$ cat src/rtl/wt_ascii_parser.sv
// ASCII front end: encodes each accepted byte to a display code and parses "AA:BB GO" time-set commands.
// Optional WT_LOWER_CASE_EN accepts 'g'/'o' as equivalents of 'G'/'O'.
module wt_ascii_parser #(
   parameter int DIGITS = 2
) (
   input  logic                  CLK,
   input  logic                  RST,
   input  logic [7:0]            ASCII_IN,
   input  logic                  ASCII_VALID,
   output logic                  ASCII_READY,
   output logic [3:0]            CODE,
   output logic                  CODE_VALID,
   output logic [4*DIGITS-1:0]   FIELD_A,
   output logic [4*DIGITS-1:0]   FIELD_B,
   output logic                  CMD_VALID,
   input  logic                  CMD_READY,
   output logic                  ERR
);

   localparam int FW = 4 * DIGITS;
   localparam int CW = $clog2(DIGITS + 1);

   localparam logic [1:0] S_A   = 2'd0;
   localparam logic [1:0] S_B   = 2'd1;
   localparam logic [1:0] S_G   = 2'd2;
   localparam logic [1:0] S_OUT = 2'd3;

   logic [1:0]    state_q, state_d;
   logic [FW-1:0] field_a_q, field_a_d;
   logic [FW-1:0] field_b_q, field_b_d;
   logic [CW-1:0] cnt_a_q, cnt_a_d;
   logic [CW-1:0] cnt_b_q, cnt_b_d;
   logic [3:0]    code_q, code_d;
   logic          code_valid_q, code_valid_d;
   logic          err_q, err_d;

   logic       accept;
   logic [3:0] enc;
   logic       is_digit, is_space, is_colon, is_g, is_o;
   logic       syntax_err;

   always_comb begin
      // NOTE: every combinational output gets a default first so no latch is inferred.
      enc      = 4'hA;
      is_digit = 1'b0;
      is_g     = 1'b0;
      is_o     = 1'b0;
      is_space = (ASCII_IN == 8'h20);
      is_colon = (ASCII_IN == 8'h3A);
      if (ASCII_IN >= 8'h30 && ASCII_IN <= 8'h39) begin
         enc      = ASCII_IN[3:0];
         is_digit = 1'b1;
      end else begin
         case (ASCII_IN)
            8'h47: begin enc = 4'd11; is_g = 1'b1; end
            8'h4F: begin enc = 4'd12; is_o = 1'b1; end
`ifdef WT_LOWER_CASE_EN
            8'h67: begin enc = 4'd11; is_g = 1'b1; end
            8'h6F: begin enc = 4'd12; is_o = 1'b1; end
`endif
            8'h3A: enc = 4'd13;
            8'h20: enc = 4'd14;
            default: enc = 4'hA;
         endcase
      end
   end

   assign ASCII_READY = !RST && (state_q != S_OUT);
   assign accept      = ASCII_VALID && ASCII_READY;

   always_comb begin
      state_d      = state_q;
      field_a_d    = field_a_q;
      field_b_d    = field_b_q;
      cnt_a_d      = cnt_a_q;
      cnt_b_d      = cnt_b_q;
      code_d       = code_q;
      code_valid_d = 1'b0;
      err_d        = 1'b0;
      syntax_err   = 1'b0;

      if (state_q == S_OUT) begin
         if (CMD_READY) begin
            state_d   = S_A;
            field_a_d = '0;
            field_b_d = '0;
            cnt_a_d   = '0;
            cnt_b_d   = '0;
         end
      end else if (accept) begin
         code_d       = enc;
         code_valid_d = 1'b1;
         case (state_q)
            S_A: begin
               if (is_digit) begin
                  if (cnt_a_q == CW'(DIGITS)) syntax_err = 1'b1;
                  else begin
                     field_a_d = (field_a_q << 4) | FW'(enc);
                     cnt_a_d   = cnt_a_q + CW'(1);
                  end
               end else if (is_colon) state_d = S_B;
               else if (is_g)         state_d = S_G;
               else if (!is_space)    syntax_err = 1'b1;
            end
            S_B: begin
               if (is_digit) begin
                  if (cnt_b_q == CW'(DIGITS)) syntax_err = 1'b1;
                  else begin
                     field_b_d = (field_b_q << 4) | FW'(enc);
                     cnt_b_d   = cnt_b_q + CW'(1);
                  end
               end else if (is_g)  state_d = S_G;
               else if (!is_space) syntax_err = 1'b1;
            end
            S_G: begin
               if (is_o) state_d = S_OUT;
               else      syntax_err = 1'b1;
            end
            default: ;
         endcase
         // A syntax error discards the partial command and restarts field A.
         if (syntax_err) begin
            err_d     = 1'b1;
            state_d   = S_A;
            field_a_d = '0;
            field_b_d = '0;
            cnt_a_d   = '0;
            cnt_b_d   = '0;
         end
      end
   end

   // NOTE: sequential state uses non-blocking assignments so all registers update together.
   always_ff @(posedge CLK or posedge RST) begin
      if (RST) begin
         state_q      <= S_A;
         field_a_q    <= '0;
         field_b_q    <= '0;
         cnt_a_q      <= '0;
         cnt_b_q      <= '0;
         code_q       <= 4'hA;
         code_valid_q <= 1'b0;
         err_q        <= 1'b0;
      end else begin
         state_q      <= state_d;
         field_a_q    <= field_a_d;
         field_b_q    <= field_b_d;
         cnt_a_q      <= cnt_a_d;
         cnt_b_q      <= cnt_b_d;
         code_q       <= code_d;
         code_valid_q <= code_valid_d;
         err_q        <= err_d;
      end
   end

   assign CODE       = code_q;
   assign CODE_VALID = code_valid_q;
   assign FIELD_A    = field_a_q;
   assign FIELD_B    = field_b_q;
   assign CMD_VALID  = (state_q == S_OUT);
   assign ERR        = err_q;

endmodule

$ cat config.mk
export PLATFORM = sky130hd
export DESIGN_NAME = wt_ascii_parser
export DESIGN_NICKNAME = d
export VERILOG_FILES = /design/src/rtl/wt_ascii_parser.sv
export SDC_FILE = /design/constraint.sdc
export NUM_CORES = 1
export LEC_CHECK = 0
export BUFFER_PORTS_ARGS = -buffer_cell sky130_fd_sc_hd__buf_2
export CAP_MARGIN = 25
export CORE_ASPECT_RATIO = 1.25
export CORE_MARGIN = 3
export CORE_UTILIZATION = 57
export DETAILED_ROUTE_END_ITERATION = 6
export GPL_ROUTABILITY_DRIVEN = 0
export PLACE_DENSITY = 0.84
export SLEW_MARGIN = 20
export SYNTH_ARGS = -nofsm -noshare
export SYNTH_HDL_FRONTEND = slang
export SYNTH_SLANG_ARGS = --single-unit
$ cat constraint.sdc
create_clock -name CLK -period 4.8 [get_ports CLK]
set_clock_uncertainty 0.15 [all_clocks]
set_input_delay 0.48 -clock CLK [delete_from_list [all_inputs] [get_ports CLK]]
set_output_delay 0.48 -clock CLK [all_outputs]
set_load 0.1 [all_outputs]
==> results of run 1 <==
## sequential cells by signal, indices dropped and copies added, names as in the netlist
signal,flops
CODE,4
CODE_VALID,1
ERR,1
FIELD_A,8
FIELD_B,8
cnt_a_q,2
cnt_b_q,2
state_q,2
## critical path, cell delays in order (launching register included)
cell and delay [ns]:
dfrtp_1 0.48, ha_1 0.37, nor2_1 0.10, nand2_1 0.29, inv_1 0.10, a21oi_1 0.32, o32a_2 0.45, mux2_4 0.34
## routing by layer
| layer | global-route usage | up-vias |
|---|---|---|
| met2 | 0.379 | 46 |
| met1 | 0.268 | 595 |
| met3 | 0.0138 | 9 |
| met4 | 0.0831 | 0 |
| li1 | - | 606 |
| met5 | 0 | - |
## report_power, final
| group | switching [mW] | total [mW] | internal [mW] |
|---|---|---|---|
| clock | 0.0676 | 0.114 | 0.0465 |
| sequential | 0.00356 | 0.247 | 0.244 |
| combinational | 0.0724 | 0.0945 | 0.0221 |
## layout make-up
type / count / area (um^2) / area share
Clock buffer: 4 / 36.3 / 0.0199
Inverter: 15 / 56.3 / 0.0308
Multi-Input combinational cell: 106 / 790 / 0.432
Tap cell: 33 / 41.3 / 0.0226
Timing Repair Buffer: 37 / 200 / 0.110
Sequential cell: 28 / 703 / 0.385
## logic make-up after synthesis
logic type,count (synthesis),synth area share
and+or+nand+nor,50,0.167
muxes,21,0.153
AOI/OAI and AO/OA,29,0.130
buffers and inverters,20,0.0614
DFF,28,0.442
adders and majority gates,6,0.0472
## path summary, 6_finish.rpt
path	from	to	slack, ns	cells after the start
max	state_q[1]	cnt_a_q[1]	2.10	7
min	CODE[2]	CODE[2]	0.35	2
max reg2reg	state_q[1]	cnt_a_q[1]	2.10	7
min reg2reg	CODE[2]	CODE[2]	0.35	2
max in group asynchronous	RST	CODE[1]	3.50	4
min in group asynchronous	RST	state_q[0]	0.51	3
## layout by cell type (no fill, tap or decap), drive strengths merged, types with 2 or more instances in the layout
cell / count
buf: 36
dfrtp: 26
nand2: 20
inv: 14
mux2: 11
mux2i: 10
o21ai: 10
nor2: 9
nor2b: 7
a21oi: 7
ha: 6
clkbuf: 4
nor3: 3
dfstp: 2
nand4bb: 2
o21a: 2
nor4: 2
nand2b: 2
a211oi: 2
## stage by stage
stage | utilization | cells | hold WS, ns | total power, mW
3_3_place_gp | 0.692 | 217 | 0.315 | 0.340
2_1_floorplan | - | 154 | 0.335 | 0.326
6_report | 0.716 | 223 | 0.352 | 0.456
5_1_grt | 0.716 | 223 | 0.383 | 0.477
3_5_place_dp | 0.692 | 217 | 0.322 | 0.344
4_1_cts | 0.706 | 221 | 0.270 | 0.454
==> run summary, run 1 <==
=================================================================================================
Share of the clock period used by the worst path after layout                               0.563
Top post-synthesis cells by area                                                     dfrtp_1 41%, mux2i_1 6.3%, ha_1 4.7%
Share of final-layout standard cells stronger than drive strength 1                         0.321
Setup repair after global routing missed its margin                                         false
Average cell area after synthesis                                                       10.3 um^2
Largest net degree at the start of global routing                                              29
Count of final setup violators                                                                  0
Via total after detailed routing                                                            1,256
Max_cap viols                                                                                   0
Maximum buffer depth of the clock tree                                                          2
Classification of the worst setup path                                               flop to flop
Number of global-route vias before repair                                                   1,253
Number of CTS-inserted buffers                                                                  3
Starting Density                                                                            0.623
Met2 wire length                                                                          1750 um
Grt ovf                                                                                         0
Top_reg_cell synth                                                                        dfrtp_1
X dimension of the die                                                                    53.2 um
Clock H-tree levels                                                                             1
Count of input and output buffers                                                              35
Post-route setup slack                                                                    2.10 ns
Die H                                                                                     65.1 um
Number of remaining DRC errors                                                                  0
Die Footprint                                                                           3460 um^2
Req. time, crit path                                                                      4.88 ns
Vias per inst                                                                                5.63
First-pass iteration count of the detailed router                                               4
Post-synthesis instance total                                                                 154
Cell type with the largest total area after synthesis                                     dfrtp_1
# hold bufs at CTS                                                                              0
CP endpoint kind                                                                             flop
P&R area growth vs syn                                                                      14.9%
Critical-path maximum fanout                                                                   11
Async S/R FF share, synth                                                                    1.00
Insertion delay of the later-clocked pin in the worst-skew pair                           0.33 ns
EDFF count, synth                                                                               0
Uppermost routed layer                                                                       met4
Total length of routed wires                                                              3450 um
Startpoint types                                                                             flop
Crit path arrival time                                                                    2.78 ns
Met3 WL post-DR                                                                            131 um
Time the worst path needs with I/O delays and setup                                       2.70 ns
First-iteration detailed-routing DRC count                                                     25
Final hold violation count                                                                      0
Antenna diodes                                                                                  0
Filler Cells Inserted                                                                         202
Path type of the worst min-delay path                                                flop to flop
TritonCTS clock tree                                                                          yes
List of most frequent post-synthesis cells                                           26 x dfrtp_1, 19 x nand2_1, 15 x inv_1, 10 x mux2i_1, 9 x nor2_1
Placeable core region                                                                   2550 um^2
Final Max Tran Viols                                                                            0
Actual slew at the worst max-slew pin                                                    0.657 ns
Max IR drop VDD                                                                          0.141 mV
Number of resized instances in the post-cts repair step                                         0
I/O pin count                                                                                  36
Post-Place Cell Area                                                                    1770 um^2
Wire length of the first global-routing pass                                              5620 um
CTS Sinks                                                                                      28
Warnings from Yosys                                                                             0
Post-CTS Setup Inserts                                                                          0
Detailed placement HPWL                                                                   2640 um
Achievable clock frequency                                                                370 MHz
Max_slew headroom                                                                           0.562
GRT Util Overall                                                                            0.216
Total power divided by cell area                                                      249 nW/um^2
Cell area after layout                                                                  1830 um^2
Number of standard-cell rows in the floorplan                                                  20
Net count of the mapped netlist                                                               172
Post-DRT Antenna Nets                                                                           0
Result of the run                                                                    complete, no violations
Post-synthesis instance area                                                            1590 um^2
Synth top area share                                                                        0.409
Number of distinct library cell variants in the gate-level netlist after synthesis             39
Antenna violations before repair                                                                0
Clock root buffer                                                                        clkbuf_4
Register clock-pin slew on the reported worst setup and hold paths                        0.14 ns
Part of the Yosys area used for sequential elements                                         0.442
Leakage Power                                                                            0.910 nW
Post-route met1 wirelength                                                                1470 um
Number of register bits inferred by synthesis                                                  28
NumNets Final                                                                                 209
TNS Setup                                                                                    0 ns
Worst setup slack after placement                                                         2.03 ns
Most common cell in the synthesized netlist                                               dfrtp_1
DR WL/cell                                                                                15.5 um
=================================================================================================
Note: power is estimated with default switching activity, not from simulation.
==> run 2, diff against run 1 <==
- CORE_UTILIZATION: 57 -> 48
- PLACE_DENSITY: 0.84 -> 0.75
- clock period: 4.8 -> 2.4 ns (I/O delays scaled with it)
==> run 2 against run 1 <==
  * Worst hold slack lost 0.32 ns
  * Register-to-register slack lost 1.9 ns
  * Flip-flop and latch count is the same
  * Critical path depth is the same
==> run summary, run 2 (same netlist as run 1, synthesis figures left out) <==
======================================================================================
Result of the run                                                         complete, no violations
FF+latch area                                                                 703 um^2
Clock root buffer                                                             clkbuf_4
Delay contributed by the slowest stage of the critical path                    0.49 ns
Clock H-tree levels                                                                  1
Count of final setup violators                                                       0
Number of buffer and inverter stages on the critical path                            1
Number of CTS-inserted buffers                                                       3
Die H                                                                          70.4 um
Number of remaining DRC errors                                                       0
I/O pin count                                                                       36
Flop pwr share                                                                   0.533
Max_slew headroom                                                                0.671
Crit path arrival time                                                         2.31 ns
Critical-path maximum fanout                                                         8
Clock share of power                                                             0.251
Achievable clock frequency                                                     455 MHz
Count of input and output buffers                                                   35
P_int                                                                           634 uW
Max IR drop VDD                                                               0.352 mV
Insertion delay of the later-clocked pin in the worst-skew pair                0.33 ns
Total length of routed wires                                                   3400 um
Die Footprint                                                                4040 um^2
X dimension of the die                                                         57.5 um
Highest-count cells in the layout ignoring fill and taps                  35 x buf_2, 26 x dfrtp_1, 19 x nand2_1
Number of resized instances in the post-cts repair step                              0
Final Max Tran Viols                                                                 0
GRT Util Overall                                                                 0.180
First-iteration detailed-routing DRC count                                          46
Number of global-route vias before repair                                        1,268
Total power divided by cell area                                           476 nW/um^2
Maximum buffer depth of the clock tree                                               2
Most frequent standard cell in the layout excluding fill and tap cells           buf_2
Switching Share                                                                  0.315
Library cell contributing the largest single delay on the critical path        dfrtp_1
Path type of the worst min-delay path                                     input port to flop
P&R area growth vs syn                                                           22.3%
Share of the clock period used by the worst path after layout                    0.916
Via total after detailed routing                                                 1,299
CP cell instances                                                         ha_1 > nor4_1 > o21ai_1 > nand2_2 > o32a_2 > buf_4 > mux2i_1
Filler Cells Inserted                                                              261
Met3 track utilization from global routing                                      0.0111
Placeable core region                                                        3060 um^2
Final hold violation count                                                           0
Net switching component of the power                                            292 uW
Vias per inst                                                                     5.53
Met2 capacity usage during global routing                                        0.315
Power, Total                                                                    926 uW
DR WL/cell                                                                     14.5 um
Multi-input combinational cell area                                           832 um^2
Number of standard-cell rows in the floorplan                                       22
Starting Density                                                                 0.520
Register clock-pin slew on the reported worst setup and hold paths             0.15 ns
Detailed placement HPWL                                                        2710 um
NumNets Final                                                                      218
Post-DRT Antenna Nets                                                                0
CTS Sinks                                                                           28
Power share of the combinational group                                           0.216
Time the worst path needs with I/O delays and setup                            2.20 ns
Startpoint types                                                                  flop
Share of final-layout standard cells stronger than drive strength 1              0.367
Req. time, crit path                                                           2.51 ns
Classification of the worst setup path                                    flop to flop
Max_cap viols                                                                        0
First-pass iteration count of the detailed router                                    4
Global-route track usage on met1                                                 0.234
Grt ovf                                                                              0
Family with the most delay on the worst path                              compound AO/OA/AOI/OAI gates
Wire length of the first global-routing pass                                   5840 um
Post-route core utilization                                                      0.637
CP endpoint kind                                                                  flop
Antenna diodes                                                                       0
Largest net degree at the start of global routing                                   29
Actual slew at the worst max-slew pin                                         0.497 ns
Antenna violations before repair                                                     0
Leakage Power                                                                 0.967 nW
Setup repair after global routing missed its margin                              false
TritonCTS clock tree                                                               yes
Layer with the highest usage after global routing                                 met2
======================================================================================
run 2: layer usage:
metal | routed length (um) | part of all wire
met5 | 0 | 0
met4 | 19 | 0.0056
met3 | 134 | 0.039
met2 | 1760 | 0.52
met1 | 1490 | 0.44
run 2: final cells by class:
cell class | count | area share
Multi-Input combinational cell | 106 | 0.428
Sequential cell | 28 | 0.361
Timing Repair Buffer | 46 | 0.140
Inverter | 15 | 0.0289
Tap cell | 36 | 0.0232
Clock buffer | 4 | 0.0186
run 2: per-stage QoR:
| step | setup TNS, ns | hold slack (ns) | std cells | setup slack (ns) | area [um^2] |
|---|---|---|---|---|---|
| 3_5_place_dp | 0 | 0.219 | 228 | 0.0552 | 1870 |
| 2_1_floorplan | -1.77 | 0.154 | 154 | -0.216 | 1640 |
| 3_3_place_gp | 0 | 0.189 | 228 | 0.156 | 1870 |
| 5_1_grt | 0 | 0.0220 | 235 | 0.0740 | 1950 |
| 6_report | 0 | 0.0298 | 235 | 0.203 | 1950 |
| 4_1_cts | 0 | 0.0314 | 233 | 0.140 | 1920 |
run 2: final timing paths:
kind,start,end,slack [ns],cells after the start
max in group asynchronous,RST,CODE[1],1.40,4
min in group asynchronous,RST,state_q[0],0.40,4
hold / removal,ASCII_VALID,CODE_VALID,0.03,3
hold reg to reg,CODE[1],CODE[1],0.34,2
setup / recovery,state_q[1],FIELD_A[6],0.20,7
setup reg to reg,state_q[1],FIELD_A[6],0.20,7
run 2: power groups by stage:
stage / logic, mW / clock network, mW / registers, mW
after floorplan: 0.0749 / 0 / 0.581
after global placement: 0.190 / 0 / 0.502
after detailed placement: 0.195 / 0 / 0.503
after CTS: 0.196 / 0.234 / 0.494
after global routing: 0.212 / 0.256 / 0.496
final: 0.200 / 0.232 / 0.494
run 2: repair_timing:
| action | CTS | global route |
|---|---|---|
| hold buffers | 1 | 0 |
| setup buffers | 0 | 2 |
| endpoints found under the setup margin | 0 | 3 |
| hold endpoints to repair | 26 | 0 |
run 2: worst reg2reg max path, cell delays in order (launching register included):
cell and delay, ns:
dfrtp_1 0.49, ha_1 0.27, nor4_1 0.17, o21ai_1 0.19, nand2_2 0.16, o32a_2 0.33
buf_4 0.19, mux2i_1 0.17
==> run 3, diff against run 2 <==
- CORE_UTILIZATION: 48 -> 25
- PLACE_DENSITY: 0.75 -> not set
==> run 3 against run 2 <==
  * Non-clock buffer count fell by 1
  * Cell area is 4.3% higher
  * First-iteration DRC count fell by 22%
  * Fmax is 1.4% lower
  * Power is 14% higher
  * Highest routed layer unchanged
==> run summary, run 3 (same netlist as run 1, synthesis figures left out) <==
======================================================================================
Filler Cells Inserted                                                              642
Worst hold-check slack                                                       0.0627 ns
Clock H-tree levels                                                                  1
Family with the most delay on the worst path                              compound AO/OA/AOI/OAI gates
Final Max Tran Viols                                                                 0
Die H                                                                          95.2 um
Max IR drop VDD                                                               0.238 mV
Count of final setup violators                                                       0
TritonCTS clock tree                                                               yes
X dimension of the die                                                         77.3 um
Path type of the worst min-delay path                                     input port to flop
Max_cap viols                                                                        0
CP cell instances                                                         inv_1 > ha_1 > inv_1 > o221ai_2 > nand2_2 > a21oi_4 > buf_4 > mux2i_1
Vias per inst                                                                     4.45
Antenna violations before repair                                                     0
Number of remaining DRC errors                                                       0
Largest net degree at the start of global routing                                   29
Result of the run                                                         complete, no violations
Actual slew at the worst max-slew pin                                         0.491 ns
Antenna diodes                                                                       0
Post-DRT Antenna Nets                                                                0
Maximum buffer depth of the clock tree                                               2
Share of final-layout standard cells stronger than drive strength 1              0.364
Number of global-route vias before repair                                        1,210
Count of input and output buffers                                                   35
Number of CTS-inserted buffers                                                       3
Crit path arrival time                                                         2.27 ns
I/O pin count                                                                       36
Register clock-pin slew on the reported worst setup and hold paths             0.09 ns
Most frequent CP cell                                                            inv_1
Share of the clock period used by the worst path after layout                    0.929
Time the worst path needs with I/O delays and setup                            2.23 ns
Met2 capacity usage during global routing                                        0.162
Achievable clock frequency                                                     449 MHz
CP endpoint kind                                                                  flop
Max_slew headroom                                                                0.675
Starting Density                                                                 0.266
Layer with the highest usage after global routing                                 met2
Final hold violation count                                                           0
Number of placed instances, taps included                                          275
Critical-path maximum fanout                                                         7
First-iteration detailed-routing DRC count                                          36
Number of standard-cell rows in the floorplan                                       31
Req. time, crit path                                                           2.45 ns
Grt ovf                                                                              0
Total power divided by cell area                                           521 nW/um^2
Power, Total                                                                   1.06 mW
Startpoint types                                                                  flop
Library cell contributing the largest single delay on the critical path        dfrtp_1
Total length of routed wires                                                   3400 um
Insertion delay of the later-clocked pin in the worst-skew pair                0.27 ns
Die Footprint                                                                7360 um^2
Wire length of the first global-routing pass                                   5810 um
First-pass iteration count of the detailed router                                    4
Clock root buffer                                                             clkbuf_8
Most frequent standard cell in the layout excluding fill and tap cells           buf_2
P&R area growth vs syn                                                           27.6%
CTS Sinks                                                                           28
Classification of the worst setup path                                    flop to flop
NumNets Final                                                                      217
Highest-count cells in the layout ignoring fill and taps                  35 x buf_2, 26 x dfrtp_1, 19 x nand2_1
Number of buffer and inverter stages on the critical path                            3
Met3 track utilization from global routing                                      0.0132
Leakage Power                                                                 0.977 nW
Placeable core region                                                        5970 um^2
Post-route core utilization                                                      0.340
Global-route track usage on met1                                                 0.131
Delay contributed by the slowest stage of the critical path                    0.48 ns
GRT Util Overall                                                                0.0992
Number of cells in the finished layout apart from fillers                          280
Via total after detailed routing                                                 1,245
Detailed placement HPWL                                                        2670 um
Setup repair after global routing missed its margin                              false
DR WL/cell                                                                     12.1 um
======================================================================================
## run 3: path summary, 6_finish.rpt
check                            start         end  slack, ns  cells past startpoint
max                         state_q[1]  FIELD_B[5]       0.17                      8
min                        ASCII_VALID  CODE_VALID       0.06                      3
max reg2reg                 state_q[1]  FIELD_B[5]       0.17                      8
min reg2reg                    CODE[3]     CODE[3]       0.34                      2
max in group asynchronous          RST     CODE[1]       1.33                      4
min in group asynchronous          RST  state_q[1]       0.46                      4
## run 3: repair_timing
action,4_1_cts,5_1_grt
hold buffers,1,0
setup buffers,0,0
endpoints found under the setup margin,0,4
endpoints found under the hold margin,26,0
resized for setup,0,1
## run 3: final cells by class
| cell class | count | area (um^2) | share of cell area |
|---|---|---|---|
| repair buffers | 45 | 253 | 0.125 |
| multi-input cells | 106 | 843 | 0.416 |
| clock buffers | 3 | 41.3 | 0.0203 |
| well taps | 82 | 103 | 0.0506 |
| flip-flops and latches | 28 | 703 | 0.346 |
| inverters | 15 | 56.3 | 0.0277 |
| clock inverters | 1 | 30.0 | 0.0148 |
## run 3: metrics by stage
| stage | setup TNS [ns] | cell area, um^2 | setup WS, ns |
|---|---|---|---|
| floorplan | -1.77 | 1640 | -0.216 |
| global placement | 0 | 1940 | 0.153 |
| detailed placement | 0 | 1940 | 0.0895 |
| CTS | 0 | 2020 | 0.167 |
| global route | 0 | 2030 | 0.0380 |
| finish | 0 | 2030 | 0.171 |
## run 3: per-layer routing
| layer | vias to the layer above | wire length (um) | part of all wire |
|---|---|---|---|
| met5 | - | 0 | 0 |
| met4 | 0 | 54 | 0.016 |
| met3 | 2 | 112 | 0.033 |
| met2 | 26 | 1600 | 0.47 |
| met1 | 597 | 1630 | 0.48 |
| li1 | 620 | - | - |
## run 3: worst min-delay path: cells and delay by family
kind,cells,cell delay (ns)
buffers and inverters,2,0.15
and+or+nand+nor,1,0.06
## run 3: power breakdown
group / switching [mW] / internal, mW / leakage (nW) / total (mW)
sequential: 0.00684 / 0.487 / 0.381 / 0.494
combinational: 0.145 / 0.0517 / 0.560 / 0.197
clock: 0.145 / 0.223 / 0.0357 / 0.368
